===== src/rtl/seq_det_pkg.sv =====
// Shared definitions for the sequence-detector sequencer: state codes, defaults, saturating add.
// Latency: n/a (declarations only).
// Backpressure: n/a.
package seq_det_pkg;

    typedef logic [2:0] state_t;

    localparam state_t ST_IDLE  = 3'd0;
    localparam state_t ST_CLR   = 3'd1;
    localparam state_t ST_SHIFT = 3'd2;
    localparam state_t ST_DRAIN = 3'd3;
    localparam state_t ST_DONE  = 3'd4;

    localparam int SIZE_DEF    = 64;
    localparam int RST_CYC_DEF = 2;
    localparam int CNT_W_DEF   = 7;

    // Increment that sticks at max_val instead of wrapping.
    function automatic logic [31:0] sat_inc(input logic [31:0] val, input logic [31:0] max_val);
        return (val >= max_val) ? max_val : val + 32'd1;
    endfunction

endpackage


===== src/rtl/bit_serializer.sv =====
// Parallel-load shift register emitting LSB-first, with a count of shifts since load.
// Latency: bit 0 available the cycle after load; each shift exposes the next bit one cycle later.
// Backpressure: none; shifts only when told to, holds otherwise.
module bit_serializer
    import seq_det_pkg::*;
#(
    parameter  int SIZE = SIZE_DEF,
    localparam int BC_W = $clog2(SIZE + 1)
) (
    input  logic            clk,
    input  logic            rst,
    input  logic            load,
    input  logic            shift,
    input  logic [SIZE-1:0] data_in,
    output logic            ser_bit,
    output logic [BC_W-1:0] bit_cnt
);

    logic [SIZE-1:0] shreg_q, shreg_d;
    logic [BC_W-1:0] bit_cnt_q, bit_cnt_d;

    // Load wins over shift; zeros fill in from the top so the tail reads as 0.
    always_comb begin
        shreg_d   = shreg_q;
        bit_cnt_d = bit_cnt_q;
        if (load) begin
            shreg_d   = data_in;
            bit_cnt_d = '0;
        end else if (shift) begin
            shreg_d   = {1'b0, shreg_q[SIZE-1:1]};
            bit_cnt_d = bit_cnt_q + BC_W'(1);
        end
    end

    // Register and shift counter.
    always_ff @(posedge clk or posedge rst) begin
        if (rst) begin
            shreg_q   <= '0;
            bit_cnt_q <= '0;
        end else begin
            shreg_q   <= shreg_d;
            bit_cnt_q <= bit_cnt_d;
        end
    end

    assign ser_bit = shreg_q[0];
    assign bit_cnt = bit_cnt_q;

endmodule


===== src/rtl/seq_det_ctrl.sv =====
// Drives a Mealy/Moore detector pair: reset pulse, LSB-first serial word, saturating flag counts.
// Latency: done pulses RST_CYC+SIZE+1 cycles after the accepted start edge.
// Backpressure: start is only honoured in IDLE; requests while busy or done are dropped.
module seq_det_ctrl
    import seq_det_pkg::*;
#(
    parameter int SIZE    = SIZE_DEF,
    parameter int RST_CYC = RST_CYC_DEF,
    parameter int CNT_W   = CNT_W_DEF
) (
    input  logic             clk,
    input  logic             rst,
    input  logic             start,
    input  logic [SIZE-1:0]  data_in,
    input  logic             mealy_flag,
    input  logic             moore_flag,
    output logic             det_din,
    output logic             det_rst,
    output logic             busy,
    output logic             done,
    output logic [CNT_W-1:0] mealy_cnt,
    output logic [CNT_W-1:0] moore_cnt
);

    localparam int          BC_W    = $clog2(SIZE + 1);
    localparam int          RC_W    = (RST_CYC > 1) ? $clog2(RST_CYC) : 1;
    localparam logic [31:0] CNT_MAX = 32'((64'd1 << CNT_W) - 64'd1);

    state_t           state_q, state_d;
    logic [RC_W-1:0]  rc_q, rc_d;
    logic [CNT_W-1:0] mealy_cnt_q, mealy_cnt_d;
    logic [CNT_W-1:0] moore_cnt_q, moore_cnt_d;
    logic             det_din_q, det_din_d;
    logic             det_rst_q, det_rst_d;
    logic             busy_q, busy_d;
    logic             done_q, done_d;

    logic             ser_load, ser_shift, ser_bit;
    logic [BC_W-1:0]  bit_cnt;
    logic             clr_last, shift_first, shift_last;

    bit_serializer #(.SIZE(SIZE)) u_ser (
        .clk     (clk),
        .rst     (rst),
        .load    (ser_load),
        .shift   (ser_shift),
        .data_in (data_in),
        .ser_bit (ser_bit),
        .bit_cnt (bit_cnt)
    );

    // The serializer shifts once on the last CLR edge, so during SHIFT cycle i it has shifted i+1 times.
    assign clr_last    = (rc_q == RC_W'(RST_CYC - 1));
    assign shift_first = (bit_cnt == BC_W'(1));
    assign shift_last  = (bit_cnt == BC_W'(SIZE));

    // All state and registered outputs; det_rst comes out of reset asserted.
    always_ff @(posedge clk or posedge rst) begin
        if (rst) begin
            state_q     <= ST_IDLE;
            rc_q        <= '0;
            mealy_cnt_q <= '0;
            moore_cnt_q <= '0;
            det_din_q   <= 1'b0;
            det_rst_q   <= 1'b1;
            busy_q      <= 1'b0;
            done_q      <= 1'b0;
        end else begin
            state_q     <= state_d;
            rc_q        <= rc_d;
            mealy_cnt_q <= mealy_cnt_d;
            moore_cnt_q <= moore_cnt_d;
            det_din_q   <= det_din_d;
            det_rst_q   <= det_rst_d;
            busy_q      <= busy_d;
            done_q      <= done_d;
        end
    end

    // Next state plus serializer control.
    always_comb begin
        state_d   = state_q;
        rc_d      = rc_q;
        ser_load  = 1'b0;
        ser_shift = 1'b0;
        case (state_q)
            ST_IDLE: begin
                if (start) begin
                    state_d  = ST_CLR;
                    rc_d     = '0;
                    ser_load = 1'b1;
                end
            end
            ST_CLR: begin
                if (clr_last) begin
                    state_d   = ST_SHIFT;
                    ser_shift = 1'b1;
                end else begin
                    rc_d = rc_q + RC_W'(1);
                end
            end
            ST_SHIFT: begin
                if (shift_last) begin
                    state_d = ST_DRAIN;
                end else begin
                    ser_shift = 1'b1;
                end
            end
            ST_DRAIN: state_d = ST_DONE;
            ST_DONE:  state_d = ST_IDLE;
            default:  state_d = ST_IDLE;
        endcase
    end

    // Outputs are decoded from the next state so they line up with the state they describe.
    always_comb begin
        det_din_d = (state_d == ST_SHIFT) ? ser_bit : 1'b0;
        det_rst_d = (state_d == ST_CLR);
        busy_d    = (state_d == ST_CLR) || (state_d == ST_SHIFT) || (state_d == ST_DRAIN);
        done_d    = (state_d == ST_DONE);
    end

    // Flag counters: Mealy on every SHIFT edge, Moore one edge later (skip SHIFT edge 0, add DRAIN).
    always_comb begin
        mealy_cnt_d = mealy_cnt_q;
        moore_cnt_d = moore_cnt_q;
        if (state_q == ST_IDLE && start) begin
            mealy_cnt_d = '0;
            moore_cnt_d = '0;
        end else if (state_q == ST_SHIFT) begin
            if (mealy_flag)
                mealy_cnt_d = CNT_W'(sat_inc(32'(mealy_cnt_q), CNT_MAX));
            if (moore_flag && !shift_first)
                moore_cnt_d = CNT_W'(sat_inc(32'(moore_cnt_q), CNT_MAX));
        end else if (state_q == ST_DRAIN) begin
            if (moore_flag)
                moore_cnt_d = CNT_W'(sat_inc(32'(moore_cnt_q), CNT_MAX));
        end
    end

    assign det_din   = det_din_q;
    assign det_rst   = det_rst_q;
    assign busy      = busy_q;
    assign done      = done_q;
    assign mealy_cnt = mealy_cnt_q;
    assign moore_cnt = moore_cnt_q;

endmodule

===== config.mk =====
export PLATFORM = sky130hd
export DESIGN_NAME = seq_det_ctrl
export DESIGN_NICKNAME = d
export VERILOG_FILES = /design/src/rtl/seq_det_pkg.sv /design/src/rtl/bit_serializer.sv /design/src/rtl/seq_det_ctrl.sv
export SDC_FILE = /design/constraint.sdc
export NUM_CORES = 1
export LEC_CHECK = 0
export CAP_MARGIN = 0
export CORE_MARGIN = 4
export CORE_UTILIZATION = 50
export CTS_BUF_LIST = sky130_fd_sc_hd__clkbuf_8 sky130_fd_sc_hd__clkbuf_16
export DETAILED_ROUTE_END_ITERATION = 12
export GPL_TIMING_DRIVEN = 0
export PLACE_DENSITY = 0.72
export REMOVE_ABC_BUFFERS = 1
export SKIP_CTS_REPAIR_TIMING = 1
export SLEW_MARGIN = 25
export SYNTH_ARGS = -nofsm -noshare
export SYNTH_HDL_FRONTEND = slang
export SYNTH_SLANG_ARGS = --single-unit

===== constraint.sdc =====
create_clock -name clk -period 3.7 [get_ports clk]
set_input_delay 0.37 -clock clk [delete_from_list [all_inputs] [get_ports clk]]
set_output_delay 0.37 -clock clk [all_outputs]
set_load 0.01 [all_outputs]

==> metrics.txt, run 1 <==
status=finished, final reports clean; Remaining Overflow, GRT=0; Worst R2R End=u_ser.bit_cnt[1]; core area=10300 µm²; dpl hpwl=8080 µm; first-pass GRT wire length=23300 µm; Port Buf Inserts=86; Hold Vio Cnt, Final=0; CP cell instances=buf_12 > nor2_1 > and2_4 > buf_12 > nor2_1 > mux2_4; Levels on crit path=6; post-DR vias/cell=6.27; DR pass1 iterations=5; crit start category=register; Yosys top cell by area=dfrtp_1; Synth Flop Type=dfrtp_1; worst-margin pin slew=0.985 ns; Final Setup Violations=0; RSZ-0062 raised after global routing=no; Worst R2R Setup Slack=1.21 ns; CP max-delay cell=dfrtp_4; Synth area leaders=dfrtp_1 (43%), a22oi_1 (8.9%), nor2b_1 (7.8%); GR Util met3=3.71%; later-pin clock latency in the skew report=0.38 ns; CP peak stage delay=0.68 ns; WS Path Type=register to register; met2 Usage GRT=35.4%; Worst Setup Slack, final=1.21 ns; register area share after synthesis=43.9%; GR peak layer=met2; Final period util=67.2%; Post-synth EDFFs=0; maximum vdd drop=0.571 mV; register bit total from synthesis=93; drt wl/cell=17.5 µm; Synthesis Warnings=0; Reg2Reg Depth=6; initial antenna violation count=0; Rows=37; DRT Wirelength=13600 µm; crit path to=u_ser.bit_cnt[1]; vias in the first global route=4754; DRT antenna net count=0; top-area cell type share of the netlist area=43.4%; area of the multi-input gates=2710 µm²; post-place setup slack=1.23 ns; Critical path origin=state_q[2]; full die area=12300 µm²; Max Cap Viol=0; ys async rst share=100%; filler cell count=870; Final Max Slew Viols=0; Distinct cells, synth=53; max_slew headroom=34.0%; Ant. Diodes=0; initial core utilization=51.4%; Clk pin slew, worst setup/hold paths=0.09 ns; grt met1 use=31.2%; CTS sink cnt=93; initial DRC count=425; syn avg cell area=8.98 µm²; clock skew=0.00984 ns; worst r2r src=state_q[2]; Leakage=2.73 nW; DRC=0; Synth Cell Area=5310 µm²; Clock Root Buffer=clkbuf_8; routability cong.=0.848; Worst Path Required=3.97 ns; min Tclk post-route=2.49 ns; Max Fclk=402 MHz; Critical path buffers and inverters=2; Layout area overhead=22.7%; CP Max Fanout=47; Final Net Count=710; Die W=111 µm; Hold WS=0.406 ns; Via Count=4874; TritonCTS clock tree=yes; Worst setup EP type=register; IO Count=87; Worst Path Arrival=2.76 ns; GRT Total Usage=22.3%; sequential cell area=2330 µm²; layout cells sized above 1=6.08%; total negative slack=0 ns; Gate Count Post-Synth=591; pwr dens=740 nW/µm²; worst min path class=input port to async pin; H-tree depth=3; CTS buffer count=9; largest net degree at the start of global routing=66; Die Span Y=111 µm; clk buf depth=2; delay-heaviest family, CP=simple AND/OR/NAND/NOR gates
area by class of cell:
cell class              instances  area share, %
multi-input cells             429           41.6
clock inverters                 6          0.942
well taps                     136           2.61
repair buffers                 95           16.3
inverters                       8          0.538
clock buffers                  10           2.11
flip-flops and latches         93           35.8
sequential cells by signal, indices dropped and copies added (netlist names):
name	count
u_ser.bit_cnt	7
det_din	1
done	1
clr_last	1
u_ser.shreg_q	64
state_q	3
det_rst	1
busy	1
mealy_cnt	7
moore_cnt	7
metrics by stage:
step                      area [µm²]  power [mW]  std cells  utilization (%)
after detailed placement        6310        4.11        761             61.1
final                           6510        4.82        777             63.0
after global placement          6060        3.89        752             58.7
after global routing            6510        5.22        777             63.0
after floorplan                 5030        3.30        530                -
after CTS                       6510        4.83        777             63.0
worst min path at each step:
| stage | startpoint | endpoint | cells after the start |
|---|---|---|---|
| 6_report | rst | u_ser.shreg_q[44] | 2 |
| 2_1_floorplan | u_ser.shreg_q[63] | u_ser.shreg_q[63] | 1 |
| 3_5_place_dp | u_ser.shreg_q[63] | u_ser.shreg_q[63] | 1 |
| 5_1_grt | rst | u_ser.shreg_q[52] | 2 |
| 3_3_place_gp | u_ser.shreg_q[63] | u_ser.shreg_q[63] | 1 |
| 4_1_cts | rst | u_ser.shreg_q[53] | 2 |
layer usage:
metal | vias to the layer above | wire length, µm
li1 | 2309 | -
met1 | 2429 | 6290
met2 | 120 | 6470
met3 | 16 | 636
met4 | 0 | 211
met5 | - | 0
placed cells by master, fill, tap and decap left out, drive strengths merged, types with 2 or more instances in the layout:
cell and count:
o211ai 3, and3 5, clkdlybuf4s50 86, nor2b 66
dfrtp 92, clkbuf 10, o31ai 2, a31o 2
o21a 2, o21ai 65, clkinv 3, a41oi 2
nand3 65, ha 5, nand4 65, a22oi 63
a31oi 3, buf 9, nand2b 3, a21oi 15
nand2 17, and4 2, nor2 10, mux2i 7
inv 9, nor3 5, and3b 2
where the power goes:
group	internal (mW)	total (mW)	switching, mW
registers	1.47	1.84	0.374
clock network	0.330	0.707	0.377
logic	1.03	2.27	1.24
total	2.83	4.82	1.99
Yosys cell counts (3+ instances only):
cell type	number
nor2_1	10
ha_1	5
nor3_1	5
nor2b_1	66
o21ai_1	3
clkbuf_1	31
mux2i_1	7
inv_1	8
nand4_1	65
a22oi_1	63
a21oi_1	15
and3_1	5
nand2b_1	3
buf_2	21
nand3_1	65
o211ai_1	3
buf_1	4
nand2_1	17
o21ai_0	62
dfrtp_1	92
cells by family after synthesis:
logic type / after synthesis / share of synthesized area, %
compound gates: 166 / 20.1
fa+ha+maj: 5 / 1.18
buf+inv: 69 / 5.78
flops: 93 / 43.9
mux: 8 / 1.60
simple gates: 250 / 27.4
No activity file was read; power rests on OpenSTA's default activity.
==> inputs of run 2 (changes only) <==
==> constraint.sdc (replaced) <==
create_clock -name clk -period 2.6 [get_ports clk]
set_input_delay 0.26 -clock clk [delete_from_list [all_inputs] [get_ports clk]]
set_output_delay 0.26 -clock clk [all_outputs]
set_load 0.01 [all_outputs]
==> metrics.txt, run 2 (synthesized netlist as in run 1, its figures left out) <==
status=finished, final reports clean; DRT antenna net count=0 (unchanged); vias in the first global route=4754 (unchanged); number of non-filler instances in the completed layout=777 (unchanged); Final Max Slew Viols=0 (unchanged); top layer in use=met4; met2 WL=6520 µm (+0.76%); area of the multi-input gates=2720 µm² (+0.23%); min Tclk post-route=2.48 ns (-0.00491 ns); routability cong.=0.848 (unchanged); Via Count=4885 (+0.23%); post-DR vias/cell=6.29 (+0.23%); DRT Wirelength=13600 µm (about the same); layout cells sized above 1=6.24% (+0.16 points); max FFs per register=64 (unchanged); Largest Register=u_ser.shreg_q; initial core utilization=51.4% (unchanged); Max Cap Viol=0 (unchanged); Final Setup Violations=0 (unchanged); CP max-delay cell=dfrtp_4; Clk pin slew, worst setup/hold paths=0.09 ns (about the same); Final period util=95.5% (+28 points); drt wl/cell=17.5 µm (about the same); Final Net Count=710 (unchanged); Rows=37 (unchanged); Reg2Reg Depth=6 (unchanged); initial DRC count=427 (+0.47%); IO Count=87 (unchanged); worst min path class=input port to async pin; filler cell count=869 (-0.11%); pwr dens=1050 nW/µm² (+42%); clk buf depth=2 (unchanged); Hold Vio Cnt, Final=0 (unchanged); Die Span Y=111 µm (unchanged); initial antenna violation count=0 (unchanged); met3 WL=610 µm (-4.1%); clock skew=0.00926 ns (-0.000578 ns); Worst Path Required=2.87 ns (-1.10 ns); Leakage=2.73 nW (about the same); largest net degree at the start of global routing=66 (unchanged); full die area=12300 µm² (unchanged); CTS sink cnt=93 (unchanged); later-pin clock latency in the skew report=0.38 ns (about the same); dpl hpwl=8080 µm (unchanged); Port Buf Inserts=86 (unchanged); DRC=0 (unchanged); crit start category=register; worst r2r src=state_q[2]; GRT Total Usage=22.3% (unchanged); most frequent cells in the layout=dfrtp_1 (91), clkdlybuf4s50_1 (86), nor2b_1 (66); H-tree depth=3 (unchanged); maximum vdd drop=0.816 mV (+43%); Ant. Diodes=0 (unchanged); RSZ-0062 raised after global routing=no; WS Path Type=register to register; Final Instance Area=6520 µm² (about the same); core area=10300 µm² (unchanged); Worst R2R End=u_ser.bit_cnt[1]; Worst Path Arrival=2.75 ns (about the same); met1 wire length=6270 µm (-0.38%); CP cell instances=buf_12 > nor2_1 > and2_4 > buf_12 > nor2_1 > mux2_4; Worst setup EP type=register; CP Max Fanout=47 (unchanged); TritonCTS clock tree=yes; CTS buffer count=9 (unchanged); max_slew headroom=46.7% (+13 points); CP peak stage delay=0.68 ns (about the same); sequential cell area=2330 µm² (unchanged); Layout area overhead=22.8% (about the same); worst-margin pin slew=0.800 ns (-0.185 ns); Max Fclk=403 MHz (+0.20%); Placed Cells=761 (unchanged); Remaining Overflow, GRT=0 (unchanged); Worst R2R Setup Slack=0.12 ns (-1.10 ns); Die W=111 µm (unchanged); commonest non-fill, non-tap cell in the layout=dfrtp_1; DR pass1 iterations=5 (unchanged); first-pass GRT wire length=23300 µm (unchanged); Clock Root Buffer=clkbuf_8; DP Area=6310 µm² (unchanged)
==> run 2: cell counts in the layout (fill, tap and decap cells not counted) <==
No cell type changed its count.
==> run 2: power by group <==
part | internal, mW | switching [mW]
clock network | 0.469 | 0.538
logic | 1.47 | 1.77
registers | 2.09 | 0.531
==> run 2: cell type report <==
cell class	count	share of cell area, %
clock inverter	6	0.941
inverter	8	0.538
timing repair buffer	95	16.3
multi-input combinational	429	41.7
sequential	93	35.8
tap	136	2.61
clock buffer	10	2.11
==> run 2: worst max-delay path, delay by kind of cell (launching register included) <==
family / cells / cell delay [ns]
buffers and inverters: 2 / 0.55
DFF: 1 / 0.68
muxes: 1 / 0.25
and+or+nand+nor: 3 / 0.88
==> run 2: routing by layer <==
layer / GRT usage (%) / up-vias
met4: 7.46 / 0
met2: 35.4 / 128
met3: 3.71 / 18
li1: - / 2307
met1: 31.2 / 2432
met5: 0 / -
==> run 2: worst max path at each step <==
stage,from,endpoint,slack (ns),cells past startpoint
after global placement,state_q[2],moore_cnt[4],-3.65,3
after floorplan,state_q[2],moore_cnt[4],-1.76,3
after global routing,state_q[2],u_ser.bit_cnt[1],0.005,6
after detailed placement,state_q[2],u_ser.bit_cnt[1],0.13,6
after CTS,state_q[2],u_ser.bit_cnt[1],0.12,6
final,state_q[2],u_ser.bit_cnt[1],0.12,6
==> run 2: metrics by stage <==
| stage | total power [mW] | setup slack (ns) | TNS (ns) | hold slack (ns) | util [%] |
|---|---|---|---|---|---|
| 2_1_floorplan | 4.70 | -1.76 | -153.66 | 0.407 | - |
| 3_3_place_gp | 5.53 | -3.65 | -464.98 | 0.486 | 58.7 |
| 3_5_place_dp | 5.86 | 0.130 | 0 | 0.491 | 61.1 |
| 4_1_cts | 6.87 | 0.116 | 0 | 0.318 | 63.0 |
| 5_1_grt | 7.44 | 0.00545 | 0 | 0.359 | 63.1 |
| 6_report | 6.86 | 0.117 | 0 | 0.295 | 63.1 |
